===== config.mk =====
export PLATFORM = sky130hd
export DESIGN_NAME = cache_line_xfer_flat
export DESIGN_NICKNAME = d
export VERILOG_FILES = /design/src/rtl/cache_line_xfer_pkg.sv /design/src/rtl/cache_line_xfer_if.sv /design/src/rtl/cache_line_xfer_shifter.sv /design/src/rtl/cache_line_xfer.sv /design/src/flat_wrapper.sv
export SDC_FILE = /design/constraint.sdc
export NUM_CORES = 1
export LEC_CHECK = 0
export ABC_AREA = 1
export BUFFER_PORTS_ARGS = -buffer_cell sky130_fd_sc_hd__buf_2
export CORE_MARGIN = 2
export CORE_UTILIZATION = 35
export CTS_BUF_LIST = sky130_fd_sc_hd__clkbuf_2
export DETAILED_ROUTE_END_ITERATION = 10
export PLACE_DENSITY_LB_ADDON = 0.25
export SKIP_LAST_GASP = 1
export SLEW_MARGIN = 15
export SYNTH_ARGS = -nofsm -noshare
export SYNTH_HDL_FRONTEND = slang
export SYNTH_SLANG_ARGS = --single-unit

===== constraint.sdc =====
create_clock -name clk -period 5.3 [get_ports clk]
set_clock_uncertainty 0.1 [all_clocks]
set_input_delay 1.06 -clock clk [delete_from_list [all_inputs] [get_ports clk]]
set_output_delay 1.06 -clock clk [all_outputs]
set_load 0.005 [all_outputs]

===== src/rtl/cache_line_xfer_pkg.sv =====
// Shared types and constants for moving one way-line between the cache and SDRAM.
package cache_line_xfer_pkg;

  localparam int unsigned LINE_W             = 128;
  localparam int unsigned WORD_W             = 16;
  localparam int unsigned sdram_access_len   = 8;
  localparam int unsigned sdram_addr_len     = 24;
  localparam int unsigned MEM_ACCESS_TIMEOUT = 128;

  localparam int unsigned CNT_W = $clog2(sdram_access_len);
  localparam int unsigned TMO_W = $clog2(MEM_ACCESS_TIMEOUT);

  typedef logic [31:0]               data_t;
  typedef data_t [3:0]               way_line_t;
  typedef logic [sdram_addr_len-1:0] sdram_addr_t;
  typedef logic [WORD_W-1:0]         sdram_wd_t;

  typedef enum logic [2:0] {
    XFER_IDLE,
    XFER_CMD,
    XFER_WR,
    XFER_RD,
    XFER_RESP
  } xfer_state_t;

endpackage


===== src/rtl/cache_line_xfer_if.sv =====
// Cache request/response and SDRAM burst signals for the line mover.
interface cache_line_xfer_if;
  import cache_line_xfer_pkg::*;

  logic        req_valid;
  logic        req_ready;
  logic        req_write;
  data_t       req_addr;
  way_line_t   req_wdata;
  logic        rsp_valid;
  logic        rsp_err;
  way_line_t   rsp_rdata;
  logic        sd_cmd_valid;
  logic        sd_cmd_ready;
  logic        sd_cmd_write;
  sdram_addr_t sd_addr;
  logic        sd_wdata_req;
  sdram_wd_t   sd_wdata;
  logic        sd_rdata_vld;
  sdram_wd_t   sd_rdata;

  modport slave (
    input  req_valid, req_write, req_addr, req_wdata,
    output req_ready, rsp_valid, rsp_err, rsp_rdata,
    output sd_cmd_valid, sd_cmd_write, sd_addr, sd_wdata,
    input  sd_cmd_ready, sd_wdata_req, sd_rdata_vld, sd_rdata
  );

  modport master (
    output req_valid, req_write, req_addr, req_wdata,
    input  req_ready, rsp_valid, rsp_err, rsp_rdata,
    input  sd_cmd_valid, sd_cmd_write, sd_addr, sd_wdata,
    output sd_cmd_ready, sd_wdata_req, sd_rdata_vld, sd_rdata
  );

endinterface


===== src/rtl/cache_line_xfer_shifter.sv =====
// Line-wide shift register: parallel load, MSB word out, new words enter at the LSB.
module line_word_shifter
  import cache_line_xfer_pkg::*;
(
  input  logic      clk,
  input  logic      rst,
  input  logic      load,
  input  way_line_t load_data,
  input  logic      shift_en,
  input  sdram_wd_t shift_in,
  output way_line_t line,
  output sdram_wd_t head
);

  logic [LINE_W-1:0] line_q;

  always_ff @(posedge clk or posedge rst) begin
    if (rst) begin
      line_q <= '0;
    end else if (load) begin
      line_q <= load_data;
    end else if (shift_en) begin
      line_q <= {line_q[LINE_W-WORD_W-1:0], shift_in};
    end
  end

  assign line = line_q;
  assign head = line_q[LINE_W-1 -: WORD_W];

endmodule


===== src/rtl/cache_line_xfer.sv =====
// Splits a writeback line into SDRAM words or rebuilds a fill line, with a per-request timeout.
module cache_line_xfer
  import cache_line_xfer_pkg::*;
(
  input logic               clk,
  input logic               rst,
  cache_line_xfer_if.slave  bus
);

  xfer_state_t      state_q;
  logic [CNT_W-1:0] cnt_q;
  logic             done_q;
  logic [TMO_W-1:0] tmo_q;
  logic             write_q;
  sdram_addr_t      addr_q;
  logic             req_ready_q;
  logic             cmd_valid_q;
  logic             rsp_valid_q;
  logic             rsp_err_q;

  way_line_t line;
  sdram_wd_t head;
  sdram_wd_t shift_in;
  logic      accept, wr_strobe, rd_strobe, word_strobe, last_word, tmo_hit;

  assign accept      = req_ready_q && bus.req_valid;
  assign wr_strobe   = (state_q == XFER_WR) && bus.sd_wdata_req && !done_q;
  assign rd_strobe   = (state_q == XFER_RD) && bus.sd_rdata_vld && !done_q;
  assign word_strobe = wr_strobe || rd_strobe;
  assign last_word   = word_strobe && (cnt_q == CNT_W'(sdram_access_len - 1));
  assign tmo_hit     = (tmo_q == TMO_W'(MEM_ACCESS_TIMEOUT - 1));
  // Writebacks shift zeros in behind the outgoing words.
  assign shift_in    = rd_strobe ? bus.sd_rdata : '0;

  line_word_shifter u_shifter (
    .clk       (clk),
    .rst       (rst),
    .load      (accept),
    .load_data (bus.req_wdata),
    .shift_en  (word_strobe),
    .shift_in  (shift_in),
    .line      (line),
    .head      (head)
  );

  always_ff @(posedge clk or posedge rst) begin
    if (rst) begin
      state_q     <= XFER_IDLE;
      cnt_q       <= '0;
      done_q      <= 1'b0;
      tmo_q       <= '0;
      write_q     <= 1'b0;
      addr_q      <= '0;
      req_ready_q <= 1'b1;
      cmd_valid_q <= 1'b0;
      rsp_valid_q <= 1'b0;
      rsp_err_q   <= 1'b0;
    end else begin
      if ((state_q inside {XFER_CMD, XFER_WR, XFER_RD}) && !tmo_hit) begin
        tmo_q <= tmo_q + 1'b1;
      end
      // Counter parks at the last index; done_q marks the eighth word instead of wrapping.
      if (word_strobe) begin
        if (last_word) done_q <= 1'b1;
        else           cnt_q  <= cnt_q + 1'b1;
      end
      case (state_q)
        XFER_IDLE: begin
          if (accept) begin
            addr_q      <= {bus.req_addr[24:4], 3'b000};
            write_q     <= bus.req_write;
            cnt_q       <= '0;
            done_q      <= 1'b0;
            tmo_q       <= '0;
            req_ready_q <= 1'b0;
            cmd_valid_q <= 1'b1;
            state_q     <= XFER_CMD;
          end
        end
        XFER_CMD: begin
          if (tmo_hit) begin
            cmd_valid_q <= 1'b0;
            rsp_valid_q <= 1'b1;
            rsp_err_q   <= 1'b1;
            state_q     <= XFER_RESP;
          end else if (bus.sd_cmd_ready) begin
            cmd_valid_q <= 1'b0;
            state_q     <= write_q ? XFER_WR : XFER_RD;
          end
        end
        XFER_WR, XFER_RD: begin
          // A final word arriving on the timeout cycle still completes cleanly.
          if (last_word) begin
            rsp_valid_q <= 1'b1;
            rsp_err_q   <= 1'b0;
            state_q     <= XFER_RESP;
          end else if (tmo_hit) begin
            rsp_valid_q <= 1'b1;
            rsp_err_q   <= 1'b1;
            state_q     <= XFER_RESP;
          end
        end
        XFER_RESP: begin
          rsp_valid_q <= 1'b0;
          rsp_err_q   <= 1'b0;
          req_ready_q <= 1'b1;
          state_q     <= XFER_IDLE;
        end
        default: begin
          cmd_valid_q <= 1'b0;
          rsp_valid_q <= 1'b0;
          rsp_err_q   <= 1'b0;
          req_ready_q <= 1'b1;
          state_q     <= XFER_IDLE;
        end
      endcase
    end
  end

  assign bus.req_ready    = req_ready_q;
  assign bus.rsp_valid    = rsp_valid_q;
  assign bus.rsp_err      = rsp_err_q;
  assign bus.rsp_rdata    = (rsp_valid_q && !rsp_err_q && !write_q) ? line : '0;
  assign bus.sd_cmd_valid = cmd_valid_q;
  assign bus.sd_cmd_write = write_q;
  assign bus.sd_addr      = addr_q;
  assign bus.sd_wdata     = (state_q == XFER_WR) ? head : '0;

endmodule

===== src/flat_wrapper.sv =====
// flat-port wrapper written by rule: the top's interface ports become plain ports
module cache_line_xfer_flat import cache_line_xfer_pkg::*;
  (clk, rst, bus_req_valid, bus_req_write, bus_req_addr, bus_req_wdata, bus_req_ready, bus_rsp_valid, bus_rsp_err, bus_rsp_rdata, bus_sd_cmd_valid, bus_sd_cmd_write, bus_sd_addr, bus_sd_wdata, bus_sd_cmd_ready, bus_sd_wdata_req, bus_sd_rdata_vld, bus_sd_rdata);
  cache_line_xfer_if bus_i ();
  input logic clk;
  input logic rst;
  input wire logic [$bits(bus_i.req_valid)-1:0] bus_req_valid;
  input wire logic [$bits(bus_i.req_write)-1:0] bus_req_write;
  input wire logic [$bits(bus_i.req_addr)-1:0] bus_req_addr;
  input wire logic [$bits(bus_i.req_wdata)-1:0] bus_req_wdata;
  output wire logic [$bits(bus_i.req_ready)-1:0] bus_req_ready;
  output wire logic [$bits(bus_i.rsp_valid)-1:0] bus_rsp_valid;
  output wire logic [$bits(bus_i.rsp_err)-1:0] bus_rsp_err;
  output wire logic [$bits(bus_i.rsp_rdata)-1:0] bus_rsp_rdata;
  output wire logic [$bits(bus_i.sd_cmd_valid)-1:0] bus_sd_cmd_valid;
  output wire logic [$bits(bus_i.sd_cmd_write)-1:0] bus_sd_cmd_write;
  output wire logic [$bits(bus_i.sd_addr)-1:0] bus_sd_addr;
  output wire logic [$bits(bus_i.sd_wdata)-1:0] bus_sd_wdata;
  input wire logic [$bits(bus_i.sd_cmd_ready)-1:0] bus_sd_cmd_ready;
  input wire logic [$bits(bus_i.sd_wdata_req)-1:0] bus_sd_wdata_req;
  input wire logic [$bits(bus_i.sd_rdata_vld)-1:0] bus_sd_rdata_vld;
  input wire logic [$bits(bus_i.sd_rdata)-1:0] bus_sd_rdata;
  assign bus_i.req_valid = bus_req_valid;
  assign bus_i.req_write = bus_req_write;
  assign bus_i.req_addr = bus_req_addr;
  assign bus_i.req_wdata = bus_req_wdata;
  assign bus_req_ready = bus_i.req_ready;
  assign bus_rsp_valid = bus_i.rsp_valid;
  assign bus_rsp_err = bus_i.rsp_err;
  assign bus_rsp_rdata = bus_i.rsp_rdata;
  assign bus_sd_cmd_valid = bus_i.sd_cmd_valid;
  assign bus_sd_cmd_write = bus_i.sd_cmd_write;
  assign bus_sd_addr = bus_i.sd_addr;
  assign bus_sd_wdata = bus_i.sd_wdata;
  assign bus_i.sd_cmd_ready = bus_sd_cmd_ready;
  assign bus_i.sd_wdata_req = bus_sd_wdata_req;
  assign bus_i.sd_rdata_vld = bus_sd_rdata_vld;
  assign bus_i.sd_rdata = bus_sd_rdata;
  cache_line_xfer u_core (.clk(clk), .rst(rst), .bus(bus_i));
endmodule

* Word level (Yosys, flattened, before mapping) *
Index checks and enable logic that the tools add are counted.
Widths: inputs -> output; s select.

cells by class
  add/subtract/negate cells = 2
  $mul = 0
  divide/modulo/power cells = 0
  order comparisons = 0
  equality and inequality tests = 9
  shifts and indexed selects = 0
  mux-type cells = 35
  bitwise gates (word level) = 2
  reductions and logical operators = 24

operators by type and width
  cell                 number
  $mux 128             3
  $mux 16              2
  $mux 3               9
  $mux 7               3
  $mux 1               13
  $logic_and 1x1->1    9
  $pmux 1 s3           3
  $pmux 3 s3           1
  $add 7x1->7 const B  1
  $eq 7x7->1 const B   1
  $eq 3x2->1 const B   2
  $eq 3x3->1 const B   2
  $reduce_and 3->1     2
  $reduce_or 3->1      2
  $logic_not 1->1      4
  $reduce_and 2->1     2
  $add 3x1->3 const B  1
  $eq 3x1->1 const B   1
  $logic_not 3->1      1
  $ne 3x1->1 const B   1
  $ne 3x2->1 const B   1
  $reduce_bool 3->1    1
  $ne 2x1->1 const B   1
  $not 1->1            2
  other kinds (4)      4

storage, ports and cells
  register bits after elaboration = 168
  latch bits = 0
  RAM bits = 0
  memory bits (read-only) = 0
  input port bits = 183
  output and inout port bits = 173
  memories = 0

* Longest topological paths before layout *
Gate-level depths: netlist of the first run.

  depth after elaboration = 9
  mapped depth = 9
  depth with buffers taken out = 9

* By module *
Synthesis of the first run repeated with hierarchy kept, for this count alone.

second synthesis, totals
  cells, all modules = 1323
  area total of the unflattened synthesis = 9177.6 µm²

by module, submodules not included
  module             times used  cells an instance  area each (µm²)
  line_word_shifter  1           763                6027.0
  cache_line_xfer    1           560                3150.5

* Least setup slack after synthesis of the first run *
No wires, ideal clock.

  kind = reg2out
  from = register u_core.rsp_valid_q, in the netlist u_core.bus.rsp_valid
  to = output bus_rsp_rdata[107]
  arrival = 1.135 ns
  path slack = 3.005 ns
  cell stages (with the launch flop) = 5
  buffers on the path = 2
  cells stage by stage = dfrtp_1 > nand3b_1 > clkbuf_1 > clkbuf_1 > nor2_1

between the ends
  word-level cells in the longest chain between the ends = 3

ends and longest elaborated chain
  item                            RTL line                RTL
  start, declared                 cache_line_xfer.sv:18   logic rsp_valid_q;
  start signal, assigned          cache_line_xfer.sv:56   rsp_valid_q <= 1'b0;
  start signal, assigned          cache_line_xfer.sv:83   rsp_valid_q <= 1'b1;
  start signal, assigned          cache_line_xfer.sv:94   rsp_valid_q <= 1'b1;
  $logic_and 1x1->1 (2 in a row)  cache_line_xfer.sv:123  assign bus.rsp_rdata = (rsp_valid_q && !rsp_err_q && !write_q) ? line : '0;
  $mux 128                        cache_line_xfer.sv:123
  end, declared                   flat_wrapper.sv:14      output wire logic [$bits(bus_i.rsp_rdata)-1:0] bus_rsp_rdata;

No other way between the ends.

* Worst setup path after layout of the first run *
  from = register u_core.write_q, in the netlist u_core.bus.sd_cmd_write
  to = output bus_rsp_rdata[31]

between the ends
  word-level cells in the longest chain between the ends = 3

ends and longest elaborated chain
  item                    RTL line                RTL
  start, declared         cache_line_xfer.sv:14   logic write_q;
  start signal, assigned  cache_line_xfer.sv:71   write_q <= bus.req_write;
  $logic_not 1->1         cache_line_xfer.sv:123
  $logic_and 1x1->1       cache_line_xfer.sv:123
  $mux 128                cache_line_xfer.sv:123

No other way between the ends.

==> results of run 1 <==
-- registers in the layout, summed over array words and instances (netlist names), 3 cells and up --
| register | flops |
|---|---|
| u_core.u_shifter.line | 128 |
| u_core.state_q | 3 |
| u_core.tmo_q | 7 |
| u_core.cnt_q | 3 |
| u_core.bus.sd_addr | 21 |
-- worst max-delay path: stages, from the launching register on --
cell and delay, ns:
dfrtp_1 0.41, inv_1 0.08, nand3b_1 0.10, buf_4 0.64
nor2_1 0.18, buf_2 0.18
-- final cells by class --
type / instances / area (sq um) / share of cell area, %
Tap cell: 324 / 405 / 3.76
Clock inverter: 13 / 158 / 1.46
Multi-Input combinational cell: 726 / 3530 / 32.8
Timing Repair Buffer: 352 / 1800 / 16.7
Sequential cell: 168 / 4210 / 39.0
Clock buffer: 18 / 90.1 / 0.836
Antenna cell: 4 / 10.0 / 0.0928
Inverter: 152 / 577 / 5.35
-- Yosys cell counts --
| cell type | instances |
|---|---|
| nand3_2 | 11 |
| buf_6 | 9 |
| dfrtp_1 | 167 |
| nand3b_1 | 2 |
| buf_2 | 23 |
| nand4_1 | 3 |
| nand2_4 | 1 |
| inv_1 | 148 |
| nand2_2 | 2 |
| o211ai_2 | 10 |
| nor3_1 | 2 |
| o31ai_1 | 1 |
| inv_2 | 4 |
| dfstp_2 | 1 |
| o21ai_0 | 30 |
| buf_4 | 6 |
| conb_1 | 1 |
| nor2_1 | 164 |
| clkbuf_1 | 39 |
| xor2_1 | 1 |
| a21oi_1 | 11 |
| nand2_1 | 273 |
| nor2_4 | 1 |
| ha_1 | 3 |
| nand3_4 | 1 |
| nor2_2 | 1 |
| o21ai_1 | 2 |
| o211ai_1 | 98 |
| nand3_1 | 106 |
-- kinds of logic after synthesis --
family	after synthesis	share of synthesized area [%]
simple gates	567	27.4
buf+inv	229	11.2
flops	168	48.3
compound gates	152	12.5
fa+ha+maj	3	0.431
xor+xnor	1	0.101
other cells	1	0.0431
-- layer usage --
metal	GRT usage [%]	vias to the layer above	routed length, microns
li1	-	4153	-
met1	30.2	4011	13300
met2	36.8	320	14300
met3	4.03	36	1710
met4	8.61	0	833
met5	0	-	0
-- per-stage QoR --
| stage | setup slack (ns) | total power [mW] | cell area, sq um | hold WS, ns |
|---|---|---|---|---|
| global route | 1.61 | 2.22 | 10800 | 0.259 |
| detailed placement | 1.76 | 1.40 | 10500 | 0.353 |
| global placement | 1.76 | 1.40 | 10500 | 0.350 |
| CTS | 1.73 | 2.16 | 10800 | 0.303 |
| floorplan | 2.00 | 1.33 | 8710 | 0.364 |
| finish | 1.80 | 2.13 | 10800 | 0.331 |
-- worst paths after layout --
path | startpoint | end | slack [ns] | cells after the start
min in group clk | u_core.bus.sd_addr[12] | u_core.bus.sd_addr[12] | 0.41 | 2
max in group asynchronous | rst | u_core.tmo_q[6] | 4.09 | 3
max reg2reg | u_core.bus.req_ready | u_core.u_shifter.line[67] | 2.40 | 5
max | u_core.bus.sd_cmd_write | bus_rsp_rdata[31] | 1.80 | 5
min reg2reg | u_core.bus.sd_addr[12] | u_core.bus.sd_addr[12] | 0.41 | 2
min | rst | u_core.state_q[1] | 0.33 | 3
-- power groups by stage --
stage / combinational [mW] / clock, mW / sequential, mW
finish: 0.0952 / 0.748 / 1.29
global route: 0.107 / 0.824 / 1.29
CTS: 0.0974 / 0.772 / 1.29
detailed placement: 0.0970 / 0 / 1.31
global placement: 0.0977 / 0 / 1.31
floorplan: 0.0215 / 0 / 1.31
==> run metrics, run 1 <==
critical path peak fanout=70; final cell count without fillers=1757; row cnt=57; crit path time final=3.50 ns; share of cells above drive strength 1=29.1%; cts bufs inserted=17; clk slew on worst S/H paths=0.28 ns; vias per inst=4.85; Power Density=197 nW/um^2; Mapped Cells=1121; Syn Std Cell Area=8700 sq um; Iteration-0 DRC Markers=693; Synth top area share=48.0%; CP Data Arrival Time=2.34 ns; WL per Instance=17.2 microns; Core ar.=24400 sq um; total number of vias=8520; largest net degree at the start of global routing=124; hold_buf cts=0; Pins Over Slew Limit=0; Crit. End Element=primary output; clock sinks=168; TritonCTS clock tree=done; Post-Syn Area per Cell=7.76 sq um; initial antenna violation count=3; Flop pwr share=60.4%; number of global-route vias before repair=8231; Switching Fraction=26.7%; Buffers on Ports=341; Clock power frac=35.1%; Hold Fails Final Rpt=0; RSZ-0062 raised after global routing=no; DIE AREA=26100 sq um; clock tree root driver cell=clkbuf_2; CP required=4.14 ns; maxcap violations=0; # IOs=356; Gates resized, CTS repair=0; Internal Power=1.56 mW; startpoint types=register; remaining global-route overflow=0; H-tree depth=4; Lkg Pwr=6.14 nW; path type of the worst min-delay path=primary input to asynchronous set/reset pin; Synth Register Bits=168; Yosys top cell by area=dfrtp_1; yosys warns=0; DP HPWL=20800 microns; fin util=44.2%; dpl cells=1722; final RePlAce weighted congestion=0.850; die width=162 microns; setup TNS=0 ns; Comb power frac=4.5%; Final #Nets=1603; post-synthesis sequential area ratio=48.3%; distinct cell type count after synthesis=29; fmax=286 MHz; most common cell after layout, fill and taps aside=buf_2; P_sw=0.568 mW; GRT Total Usage=22.6%; Worst Tran Pin Value=1.09 ns; clk buf depth=2; first-pass GRT wire length=46200 microns; Layout area overhead=23.9%; ranking of synthesized cells by area=dfrtp_1 48%, nand2_1 12%, o211ai_1 8.5%; crit share post-route=66.0%; Fillers=2588; Max rail drop VDD=0.101 mV; most frequent cells in the layout=341 x buf_2, 273 x nand2_1, 167 x dfrtp_1; drt first pass iters=5; status=finished, final reports clean; relative slew slack=27.6%; DRC=0; antenna-violating nets left=0; Die Y=162 microns; Routed WL=30100 microns; Clock Latency Late Sink=0.71 ns; kind of critical path=register to primary output; # setup viols final=0; starting density of the core=35.7%; post-CTS setup buffer count=0
No activity file was read; power rests on OpenSTA's default activity.
==> inputs of run 2 (changes only) <==
- clock period: 5.3 -> 3.2 ns (I/O delays scaled with it)
==> run 2 against run 1 <==
Compared with the run above:
- setup slack lost 1.6 ns
- power up 68%
- via count is 9.5% higher
- sequential power grew 65%
- worst hold slack lost 0.25 ns
- critical path type unchanged
- critical endpoint is now bus_rsp_rdata[68]
==> run metrics, run 2 (synthesis results as in run 1) <==
most frequent cells in the layout=341 x buf_2, 272 x nand2_1, 167 x dfrtp_1; most common cell after layout, fill and taps aside=buf_2; slowest cell on the critical path=dfrtp_1; maxcap violations=0; critical path's largest stage delay=0.44 ns; Iteration-0 DRC Markers=768; WL per Instance=16.7 microns; CP cell instances=inv_1 -> nand3b_1 -> clkbuf_8 -> nor2_1 -> buf_2; Lkg Pwr=6.87 nW; FF+latch area=4210 sq um; area of the multi-input gates=3540 sq um; path type of the worst min-delay path=primary input to register; Clock Latency Late Sink=0.75 ns; starting density of the core=35.7%; post-CTS setup buffer count=0; crit share post-route=94.4%; DP HPWL=21800 microns; Area after DPL=10700 sq um; Hold Fails Final Rpt=0; number of global-route vias before repair=9202; kind of critical path=register to primary output; relative slew slack=44.9%; setup TNS=0 ns; remaining global-route overflow=0; share of cells above drive strength 1=26.8%; RSZ-0062 raised after global routing=no; CP required=2.46 ns; clk buf depth=2; critical path peak fanout=85; Worst Tran Pin Value=0.825 ns; H-tree depth=4; Buffers on Ports=341; total number of vias=9333; Final WS setup=0.180 ns; Die Y=162 microns; clock sinks=168; DRC=0; TritonCTS clock tree=done; clk slew on worst S/H paths=0.27 ns; fmax=331 MHz; crit path time final=3.02 ns; GRT Total Usage=24.1%; initial antenna violation count=3; DIE AREA=26100 sq um; Routed WL=32000 microns; Max rail drop VDD=0.168 mV; pre-CTS setup slack=0.808 ns; largest net degree at the start of global routing=86; cts bufs inserted=17; CP Data Arrival Time=2.28 ns; # setup viols final=0; Layout area overhead=42.8%; drt first pass iters=7; row cnt=57; dpl cells=1732; # IOs=356; clock tree root driver cell=clkbuf_2; Core ar.=24400 sq um; die width=162 microns; Final #Nets=1764; Final Power=3.58 mW; fin area=12400 sq um; startpoint types=register; Pins Over Slew Limit=0; max reg flops=128; vias per inst=4.87; status=finished, final reports clean; Power Density=288 nW/um^2; final RePlAce weighted congestion=0.888; final cell count without fillers=1917; Fillers=2438; Crit. End Element=primary output; first-pass GRT wire length=49200 microns; antenna-violating nets left=0
run 2: metal layers:
layer | share of wire (%) | GRT usage [%] | wire [microns] | vias up
met5 | 0 | 0 | 0 | -
met3 | 6.1 | 4.49 | 1960 | 77
met4 | 3.9 | 10.7 | 1260 | 0
met1 | 41 | 29.8 | 13100 | 4362
li1 | - | - | - | 4481
met2 | 49 | 41.2 | 15600 | 413
run 2: timing repair:
item / in CTS / in global routing
gates resized for setup: 1 / 2
hold endpoints to repair: 159 / 2
setup endpoints to repair: 31 / 20
hold buffers: 149 / 2
run 2: critical path, delay by kind of cell (launching register included):
family	cells	cell delay [ns]
buffers and inverters	3	0.59
DFF	1	0.44
and+or+nand+nor	2	0.41
run 2: area by class of cell:
class,instances,area share (%)
Timing Repair Buffer,513,27.9
Clock buffer,17,0.685
Tap cell,324,3.26
Antenna cell,3,0.0604
Sequential cell,168,33.8
Inverter,152,4.64
Clock inverter,14,1.13
Multi-Input combinational cell,726,28.5
run 2: worst paths after layout:
| path | from | end | slack [ns] | depth (start not counted) |
|---|---|---|---|---|
| worst max register to register | u_core.state_q[2] | u_core.u_shifter.line[0] | 0.61 | 7 |
| min in group asynchronous | rst | u_core.u_shifter.line[107] | 0.45 | 3 |
| worst max-delay path | u_core.bus.sd_cmd_write | bus_rsp_rdata[68] | 0.18 | 5 |
| max in group asynchronous | rst | u_core.u_shifter.line[121] | 1.82 | 4 |
| worst min-delay path | bus_sd_rdata[15] | u_core.u_shifter.line[15] | 0.08 | 3 |
| worst min register to register | u_core.bus.sd_addr[21] | u_core.bus.sd_addr[21] | 0.40 | 2 |
run 2: where the power goes:
part           switching [mW]  internal, mW  leakage, nW  total, mW
clock network           0.849         0.299        0.129       1.15
registers                   0          2.13         1.71       2.13
logic                   0.111         0.193         5.03      0.304
run 2: stage by stage:
stage	utilization (%)	hold slack (ns)
3_3_place_gp	43.8	0.351
2_1_floorplan	-	0.364
5_1_grt	50.9	0.00380
3_5_place_dp	43.8	0.353
4_1_cts	50.8	0.00150
6_report	50.9	0.0795
==> inputs of run 3 (changes only) <==
- SYNTH_HIERARCHICAL: not set -> 1
==> run 3 against run 2 <==
Compared with the run above:
- global-route usage fell by 1.5 points
- register-to-register slack got worse by 0.34 ns
- sequential power about the same
==> run metrics, run 3 <==
initial antenna violation count=1; most common cell after layout, fill and taps aside=nand2_1; clock tree root driver cell=clkbuf_2; WP buf/inv=3; Switching Fraction=26.0%; post-CTS setup buffer count=0; worst r2r dst=u_core/u_shifter/line[11]; slowest cell on the critical path=dfrtp_1; Area after DPL=11000 sq um; Final #Nets=1949; FFs w/ async S/R, synth=100%; final RePlAce weighted congestion=0.872; FF-to-FF Start=u_core/state_q[2]; GRT Total Usage=22.6%; P_sw=0.983 mW; fmax=329 MHz; WL per Instance=15.2 microns; clk buf depth=2; maxcap violations=0; Flop pwr share=56.3%; Hold Fails Final Rpt=0; yosys warns=6; distinct cell type count after synthesis=29; status=finished, final reports clean; most frequent cells in the layout=407 x nand2_1, 341 x buf_2, 235 x nand3_1; Worst R2R Path Depth=9; Worst Hold Launch=bus_sd_rdata[14]; largest net degree at the start of global routing=94; critical path's largest stage delay=0.41 ns; Post-synth EDFFs=0; path type of the worst min-delay path=primary input to register; ranking of synthesized cells by area=dfrtp_1 46%, nand2_1 17%, nand3_1 13%; FF+latch area=4210 sq um; vias per inst=4.69; Max rail drop VDD=0.219 mV; max reg flops=128; final cell count without fillers=2112; crit path time final=3.04 ns; clk slew on worst S/H paths=0.28 ns; remaining global-route overflow=0; # IOs=356; Worst Tran Pin Value=0.713 ns; GR peak layer=met2; worst hold margin=0.0936 ns; Reg2Reg Setup Slack=0.27 ns; Clock Latency Late Sink=0.74 ns; critical path peak fanout=23; met3 Use GR=3.53%; Post-Syn Area per Cell=6.94 sq um; Mapped Cells=1323; Lkg Pwr=6.79 nW; Internal Power=2.80 mW; setup TNS=0 ns; Die Y=166 microns; Synth top area share=45.5%; Syn Std Cell Area=9180 sq um; Fillers=2646; CP Data Arrival Time=2.30 ns; count leader, synth=nand2_1; relative slew slack=52.4%; Synth Register Bits=168; Top FF cell, synth=dfrtp_1; antenna-violating nets left=0; Crit path depth=6; DP HPWL=20900 microns; first-pass GRT wire length=50200 microns; fin util=49.6%; Final Power=3.79 mW; die width=166 microns; H-tree depth=4; dpl cells=1921; DIE AREA=27500 sq um; area of the multi-input gates=3690 sq um; row cnt=59; CP delay by family, top=simple AND/OR/NAND/NOR gates; CP cell instances=inv_1 -> nor2_4 -> nand2_8 -> buf_4 -> nor2_1 -> buf_2; cts bufs inserted=17; CP required=2.46 ns; number of global-route vias before repair=9779; Comb power frac=8.4%; Layout area overhead=40.2%; total number of vias=9902; TritonCTS clock tree=done; fin area=12900 sq um; drt first pass iters=6; kind of critical path=register to primary output; post-synthesis sequential area ratio=45.8%; hold depth=5; Core ar.=25900 sq um; startpoint types=register; Clock power frac=35.3%; DRC=0; Pins Over Slew Limit=0; crit share post-route=94.9%; Hold EP=u_core/u_shifter/line[14]; share of cells above drive strength 1=23.0%; pre-CTS setup slack=0.726 ns; grt met1 use=29.4%; Final WS setup=0.162 ns; Power Density=294 nW/um^2; Iteration-0 DRC Markers=742; clock sinks=168; most frequent cells after synthesis=409 x nand2_1, 235 x nand3_1, 199 x inv_1; Yosys top cell by area=dfrtp_1; # setup viols final=0; Crit. End Element=primary output; starting density of the core=35.4%; Buffers on Ports=341; Routed WL=32000 microns; GR Util met2=38.7%
run 3: cell types whose count changed in the layout (fill, tap and decap cells not counted), sizes merged, moves of 3 or more:
cell         change
a21oi            -3
buf              -3
dlygate4sd3      +6
inv             +47
nand2          +136
nand3          +119
nor2            +13
o211ai         -108
o21ai           -21
run 3: metal layers:
metal,vias up,wire (microns),share of wire [%]
li1,4858,-,-
met1,4603,14000,44
met4,0,801,2.5
met5,-,0,0
met2,390,15500,48
met3,51,1720,5.4
run 3: repair_timing:
item                       in CTS  in global routing
pin swaps                       1                  2
hold endpoints to repair      212                  0
cloned                          0                  1
gates resized for setup         3                  2
hold buffers                  157                  0
setup endpoints to repair      37                  2
run 3: power groups by stage:
| stage | combinational (mW) | sequential (mW) | clock [mW] |
|---|---|---|---|
| global route | 0.347 | 2.13 | 1.46 |
| detailed placement | 0.177 | 2.16 | 0 |
| global placement | 0.178 | 2.16 | 0 |
| floorplan | 0.0433 | 2.16 | 0 |
| CTS | 0.318 | 2.13 | 1.39 |
| finish | 0.318 | 2.13 | 1.34 |
run 3: logic make-up after synthesis:
kind of cell	Yosys count	share of synthesized area (%)
AND/OR/NAND/NOR	833	37.9
buffers and inverters	296	14.5
flip-flops	168	45.8
AO/OA/AOI/OAI	21	1.24
adder cells (fa/ha/maj)	3	0.409
XOR/XNOR	1	0.0955
other	1	0.0409
run 3: worst register-to-register path, stage by stage, from the launching register on:
cell and delay (ns):
dfrtp_1 0.50, inv_1 0.19, nand2_4 0.11, nor2_4 0.14
and2_4 0.58, nor2_4 0.18, buf_4 0.32, nand2_1 0.12
nand3_1 0.08, dlygate4sd3_1 0.57
run 3: final cells by class:
| cell class | instances | share of cell area [%] |
|---|---|---|
| Antenna cell | 1 | 0.0195 |
| Clock buffer | 19 | 0.739 |
| Clock inverter | 13 | 1.42 |
| Inverter | 199 | 5.90 |
| Multi-Input combinational cell | 862 | 28.7 |
| Sequential cell | 168 | 32.7 |
| Tap cell | 335 | 3.26 |
| Timing Repair Buffer | 515 | 27.3 |
run 3: worst max-delay path by stage:
| stage | start | end | slack (ns) |
|---|---|---|---|
| final | u_core/bus.rsp_valid | bus_rsp_rdata[55] | 0.16 |
| after global routing | u_core/bus.sd_cmd_write | bus_rsp_rdata[39] | -0.004 |
| after CTS | u_core/bus.rsp_err | bus_rsp_rdata[39] | 0.05 |
| after detailed placement | bus_sd_rdata_vld | u_core/u_shifter/line[35] | 0.73 |
| after global placement | bus_sd_rdata_vld | u_core/u_shifter/line[29] | 0.74 |
| after floorplan | rst | u_core/u_shifter/line[0] | 0.88 |
